**src/rtl/truth_table_sequencer.sv**
```systemverilog
// -----------------------------------------------------------------------------
// truth_table_sequencer
//
// Clocked, self-checking stimulus stage for a combinational truth-table block.
// Sweeps an N_IN-bit vector from 0 to 2^N_IN-1. Each vector is held for SETTLE
// cycles and then sampled for one cycle. The block's 1-bit output is compared
// against the EXPECTED table at each sample.
//
// Parameters:
//   N_IN      number of block inputs (1..8)
//   EXPECTED  expected output table, bit i = expected dut_y for vec == i
//   SETTLE    cycles vec is held before sampling (1..15)
//
// Ports:
//   clk            system clock, rising edge
//   rst_n          asynchronous active-low reset
//   start          begin a sweep (accepted only when idle or done)
//   dut_y          output of the block under test
//   vec            stimulus vector, MSB = input A
//   busy           sweep in progress
//   done           sweep finished, held until the next accepted start
//   pass           valid with done, 1 iff no mismatches
//   err_count      mismatches in the current/last sweep
//   err_valid      at least one mismatch recorded this sweep
//   first_err_idx  vec value of the first mismatch (valid with err_valid)
//   obs_table      observed truth table (only with TT_CAPTURE_EN)
//
// Optional feature macro: TT_CAPTURE_EN adds the obs_table capture register.
// -----------------------------------------------------------------------------
module truth_table_sequencer #(
  parameter int unsigned           N_IN     = 4,
  parameter logic [2**N_IN-1:0]    EXPECTED = '0,
  parameter int unsigned           SETTLE   = 1
) (
  input  logic                 clk,
  input  logic                 rst_n,
  input  logic                 start,
  input  logic                 dut_y,
  output logic [N_IN-1:0]      vec,
  output logic                 busy,
  output logic                 done,
  output logic                 pass,
  output logic [N_IN:0]        err_count,
  output logic                 err_valid,
  output logic [N_IN-1:0]      first_err_idx
`ifdef TT_CAPTURE_EN
  ,
  output logic [2**N_IN-1:0]   obs_table
`endif
);

  localparam logic [1:0] StIdle   = 2'd0;
  localparam logic [1:0] StDrive  = 2'd1;
  localparam logic [1:0] StSample = 2'd2;
  localparam logic [1:0] StDone   = 2'd3;

  localparam logic [3:0]      SettleInit = 4'(SETTLE);
  localparam logic [N_IN-1:0] VecLast    = '1;

  // State registers
  logic [1:0]      r_state;
  logic [3:0]      r_settle;
  logic [N_IN-1:0] r_vec;
  logic            r_busy;
  logic            r_done;
  logic            r_pass;
  logic [N_IN:0]   r_err_count;
  logic            r_err_valid;
  logic [N_IN-1:0] r_first_err_idx;

  // Next-state values
  logic [1:0]      w_state_d;
  logic [3:0]      w_settle_d;
  logic [N_IN-1:0] w_vec_d;
  logic            w_busy_d;
  logic            w_done_d;
  logic            w_pass_d;
  logic [N_IN:0]   w_err_count_d;
  logic            w_err_valid_d;
  logic [N_IN-1:0] w_first_err_idx_d;

  // Compare path
  logic            w_mismatch;
  logic [N_IN:0]   w_err_count_inc;

  assign w_mismatch      = dut_y ^ EXPECTED[r_vec];
  assign w_err_count_inc = r_err_count + (N_IN + 1)'(w_mismatch);

`ifdef TT_CAPTURE_EN
  logic [2**N_IN-1:0] r_obs_table;
  logic [2**N_IN-1:0] w_obs_table_d;
`endif

  always_comb begin
    w_state_d         = r_state;
    w_settle_d        = r_settle;
    w_vec_d           = r_vec;
    w_busy_d          = r_busy;
    w_done_d          = r_done;
    w_pass_d          = r_pass;
    w_err_count_d     = r_err_count;
    w_err_valid_d     = r_err_valid;
    w_first_err_idx_d = r_first_err_idx;
`ifdef TT_CAPTURE_EN
    w_obs_table_d     = r_obs_table;
`endif

    unique case (r_state)
      // IDLE and DONE accept start identically; DONE simply holds its results
      // until then.
      StIdle, StDone: begin
        if (start) begin
          w_state_d         = StDrive;
          w_settle_d        = SettleInit;
          w_vec_d           = '0;
          w_busy_d          = 1'b1;
          w_done_d          = 1'b0;
          w_pass_d          = 1'b0;
          w_err_count_d     = '0;
          w_err_valid_d     = 1'b0;
          w_first_err_idx_d = '0;
`ifdef TT_CAPTURE_EN
          w_obs_table_d     = '0;
`endif
        end
      end

      // Hold vec for exactly SETTLE cycles. The counter is loaded with SETTLE,
      // so leaving when it reads 1 gives SETTLE cycles in this state.
      StDrive: begin
        w_settle_d = r_settle - 4'd1;
        if (r_settle <= 4'd1) begin
          w_state_d = StSample;
        end
      end

      StSample: begin
        if (w_mismatch) begin
          w_err_count_d = w_err_count_inc;
          if (!r_err_valid) begin
            w_err_valid_d     = 1'b1;
            w_first_err_idx_d = r_vec;
          end
        end
`ifdef TT_CAPTURE_EN
        w_obs_table_d[r_vec] = dut_y;
`endif
        if (r_vec == VecLast) begin
          // pass must include the compare made in this very cycle.
          w_state_d = StDone;
          w_busy_d  = 1'b0;
          w_done_d  = 1'b1;
          w_pass_d  = (w_mismatch ? w_err_count_inc : r_err_count) == '0;
        end else begin
          w_state_d  = StDrive;
          w_vec_d    = r_vec + 1'b1;
          w_settle_d = SettleInit;
        end
      end

      default: begin
        w_state_d = StIdle;
      end
    endcase
  end

  always_ff @(posedge clk or negedge rst_n) begin
    if (!rst_n) begin
      r_state         <= StIdle;
      r_settle        <= '0;
      r_vec           <= '0;
      r_busy          <= 1'b0;
      r_done          <= 1'b0;
      r_pass          <= 1'b0;
      r_err_count     <= '0;
      r_err_valid     <= 1'b0;
      r_first_err_idx <= '0;
    end else begin
      r_state         <= w_state_d;
      r_settle        <= w_settle_d;
      r_vec           <= w_vec_d;
      r_busy          <= w_busy_d;
      r_done          <= w_done_d;
      r_pass          <= w_pass_d;
      r_err_count     <= w_err_count_d;
      r_err_valid     <= w_err_valid_d;
      r_first_err_idx <= w_first_err_idx_d;
    end
  end

`ifdef TT_CAPTURE_EN
  always_ff @(posedge clk or negedge rst_n) begin
    if (!rst_n) begin
      r_obs_table <= '0;
    end else begin
      r_obs_table <= w_obs_table_d;
    end
  end

  assign obs_table = r_obs_table;
`endif

  assign vec           = r_vec;
  assign busy          = r_busy;
  assign done          = r_done;
  assign pass          = r_pass;
  assign err_count     = r_err_count;
  assign err_valid     = r_err_valid;
  assign first_err_idx = r_first_err_idx;

endmodule

```
**config.mk**
```make
export PLATFORM = sky130hd
export DESIGN_NAME = truth_table_sequencer
export DESIGN_NICKNAME = d
export VERILOG_FILES = /design/src/rtl/truth_table_sequencer.sv
export SDC_FILE = /design/constraint.sdc
export NUM_CORES = 1
export LEC_CHECK = 0
export CAP_MARGIN = 20
export CORE_MARGIN = 4
export CORE_UTILIZATION = 48
export CTS_CLUSTER_DIAMETER = 40
export DETAILED_ROUTE_END_ITERATION = 8
export GPL_ROUTABILITY_DRIVEN = 0
export PLACE_DENSITY = 0.75
export SLEW_MARGIN = 40
export SYNTH_ARGS = -nofsm -noshare
export SYNTH_HDL_FRONTEND = slang
export SYNTH_SLANG_ARGS = --single-unit
```
**constraint.sdc**
```tcl
create_clock -name clk -period 1.63 [get_ports clk]
set_input_delay 0.326 -clock clk [delete_from_list [all_inputs] [get_ports clk]]
set_output_delay 0.326 -clock clk [all_outputs]
set_load 0.02 [all_outputs]
```
==> Flow_metrics.wiki <==
{| class="wikitable"
! Metric !! Value
|-
| Outcome || complete, no violations
|-
| HPWL after detailed placement || 2280 um
|-
| Data arrival, critical path || about 1800 ps
|-
| Global-route wire length before repair || 5000 um
|-
| Area of the die || 3760 um^2
|-
| Post-synth net total || between 150 and 200
|-
| Part of the Yosys area used for sequential elements || between 40% and 50%
|-
| Ratio of final minimum period to clock period || a little over nine tenths
|-
| CTS tree || done
|-
| Total Routing Usage GR || between 15 and 20%
|-
| Worst-case clock skew || roughly 4.3 ps
|-
| Number of placement rows || 19
|-
| CORE AREA || about 2700 um^2
|-
| Req. time, crit path || 1840 ps
|-
| Share of layout cells above drive strength 1 || 20.4%
|-
| Final antenna-violating net count || 0
|-
| Violation count after the first detailed-routing iteration || slightly below 50
|-
| Number of iterations in the first detailed-routing pass || 4
|-
| Number of register bits inferred by synthesis || 23
|-
| Most common cell after layout, fill and taps aside || dfrtp_1
|-
| Remaining global-route overflow || 0
|-
| Layout Area Growth over Synthesis || 33.7%
|-
| Setup crit end kind || flop
|-
| Final Routed Wirelength || around 3000 um
|-
| Number of hold violations in the final report || 0
|-
| Kind of critical path || reg2reg
|-
| Layout Cell Area excl Fill || 1820 um^2
|-
| Clock buffers created by TritonCTS || 3
|-
| Max-Slew Margin vs Limit || 80.6%
|-
| Clk Latency, worst-skew pair || about 300 ps
|-
| CTS sink count || 23
|-
| Max cap viols || 0
|-
| Fin util || 66.7%
|-
| Least-Margin Pin Slew || roughly 290 ps
|-
| Post-synthesis cell area || ~1400 um^2
|-
| Yosys cell types || 41
|-
| Total of warnings raised by yosys || 0
|-
| Top-Level Pins || 21
|-
| CTS clock-pin slew for the worst setup and hold paths || 120 ps
|-
| Overall power || approximately 2.5 mW
|-
| Routed wire length per instance || around 14 um
|-
| Overall die height || 61.3 um
|-
| Static leakage || 0.965 nW
|-
| Maximum fanout along the worst path || 5
|-
| Path type of the worst min-delay path || in2async
|-
| Mean cell area of the mapped netlist || 9.74 um^2
|-
| Routed via count || 1197
|-
| Width of the die || between 60 and 70 um
|-
| Initial Util || 49.9%
|-
| Quantity of I/O buffers inserted on ports || 20
|-
| Power Dens Cells || roughly 1400 nW/um^2
|-
| Number of endpoints failing setup at the final stage || 0
|-
| Maximum number of pins on one net before global-route repair || 24
|-
| Max H-tree Level || 1
|-
| Initial antenna violation count || 0
|-
| Peak ir drop on the vdd network || 0.000871 V
|-
| Slew Viols, Final || 0
|-
| Fmax || approximately 640 MHz
|-
| Via count of the first global-routing pass || 1138
|-
| Largest buffer count on any clock path || 2
|-
| CTS root buf || clkbuf_4
|-
| Minimum setup slack among reg-to-reg paths || a little under 80 ps
|-
| Via-to-Cell Ratio || ~5.6
|-
| Final worst path period need || around 1600 ps
|-
| Cell Area, Placed || about 1700 um^2
|-
| DRC errors left || 0
|-
| Gate count of the mapped netlist || 140
|-
| Hold_ws || roughly 360 ps
|-
| Fin nets || a little under 200
|-
| Leading cell types in the layout, fill and taps excluded || dfrtp_1, buf_4, dlygate4sd2_1, inv_1, nand2_1
|-
| Type of element launching the critical path || flop
|-
| N_diodes || 0
|}
## worst max-delay path, stage by stage (launching register included)
cell and delay, ps:
dfrtp_1 400, inv_1 120, ha_4 230, and2b_2 250
nor2_1 100, nand3_1 110, o41ai_2 270
## final timing paths
kind                                         from                 end  cells past startpoint
setup / recovery           r_state[0]$_DFFE_PN0P_    pass$_DFFE_PN0P_                      6
hold / removal                              rst_n    busy$_DFFE_PN0P_                      2
setup reg to reg           r_state[0]$_DFFE_PN0P_    pass$_DFFE_PN0P_                      6
hold reg to reg                  pass$_DFFE_PN0P_    pass$_DFFE_PN0P_                      2
max in group asynchronous                   rst_n  vec[2]$_DFFE_PN0P_                      2
min in group clk                 pass$_DFFE_PN0P_    pass$_DFFE_PN0P_                      2
## per-layer routing
| metal | vias up | wire, um | GRT usage [%] |
|---|---|---|---|
| li1 | 591 | - | - |
| met1 | 575 | 1340 | 23.5 |
| met2 | 27 | 1490 | 29.9 |
| met3 | 4 | 141 | 2.73 |
| met4 | 0 | 31 | 6.19 |
| met5 | - | 0 | 0 |
## power breakdown
part	switching [mW]	total, mW	internal, mW	leakage [nW]
clock	0.162	0.257	0.0952	0.0150
combinational	0.779	1.47	0.687	0.646
sequential	0.103	0.786	0.683	0.304
total	1.04	2.51	1.47	0.965
## registers in the layout (all words and copies together) (netlist names)
signal and count:
busy 1, done 1, err_count 5, err_valid 1, first_err_idx 4, pass 1
r_settle 4, r_state 2, vec 4
## cells in the mapped netlist
master,number,area (um^2)
o2bb2ai_1,1,8.76
nor4_1,1,6.26
and4_1,1,8.76
a211oi_1,1,7.51
dfrtp_1,23,576
nor3_1,3,15.0
and2b_1,1,7.51
o32ai_1,1,8.76
o31a_2,1,10.0
a32o_1,2,20.0
buf_2,1,5.00
o21ai_1,1,5.00
nand3b_1,2,15.0
nand2_1,11,41.3
nand2b_1,6,37.5
o21ai_2,1,8.76
a21o_1,2,15.0
o41ai_2,1,16.3
nor2_1,6,22.5
inv_1,11,41.3
xnor2_1,2,17.5
o21ai_0,12,60.1
o31ai_1,1,7.51
o22ai_1,1,6.26
mux2i_1,9,90.1
a22o_1,3,26.3
nand4_2,1,12.5
a21oi_1,10,50.1
nor3b_1,1,7.51
nand3_1,3,15.0
a32oi_1,1,8.76
a21oi_4,1,16.3
clkbuf_1,1,3.75
ha_1,8,100
o31a_1,1,8.76
and3_1,1,6.26
nand4_1,2,12.5
xor2_1,1,8.76
buf_4,2,15.0
and2_1,1,6.26
o221ai_1,1,8.76
## repair_timing
action / CTS / global route
hold buffers: 0 / 0
setup endpoints to repair: 13 / 15
gates resized for setup: 16 / 16
pin swaps: 2 / 3
setup buffers: 1 / 0
## area by class of cell
cell class	count	area [um^2]
Clock buffer	4	26.3
Fill cell	215	911
Inverter	11	41.3
Multi-Input combinational cell	102	782
Sequential cell	23	577
Tap cell	31	38.8
Timing Repair Buffer	41	358
## kinds of logic after synthesis
logic type | after synthesis | share of synthesized area, %
AOI/OAI and AO/OA | 42 | 21.5
buffers and inverters | 15 | 4.77
muxes | 9 | 6.61
DFF | 23 | 42.2
and+or+nand+nor | 40 | 15.7
xor gates and xnor gates | 3 | 1.93
adders and majority gates | 8 | 7.34
## per-stage QoR
step,worst slack [ps],instances,setup TNS [ps]
final,77.2,212,0
after CTS,4.69,212,0
after global routing,-1.06,212,-1.06
after floorplan,9.76,140,0
after detailed placement,-389,207,-1560
after global placement,-267,207,-983
Note: power is estimated with default switching activity, not from simulation.
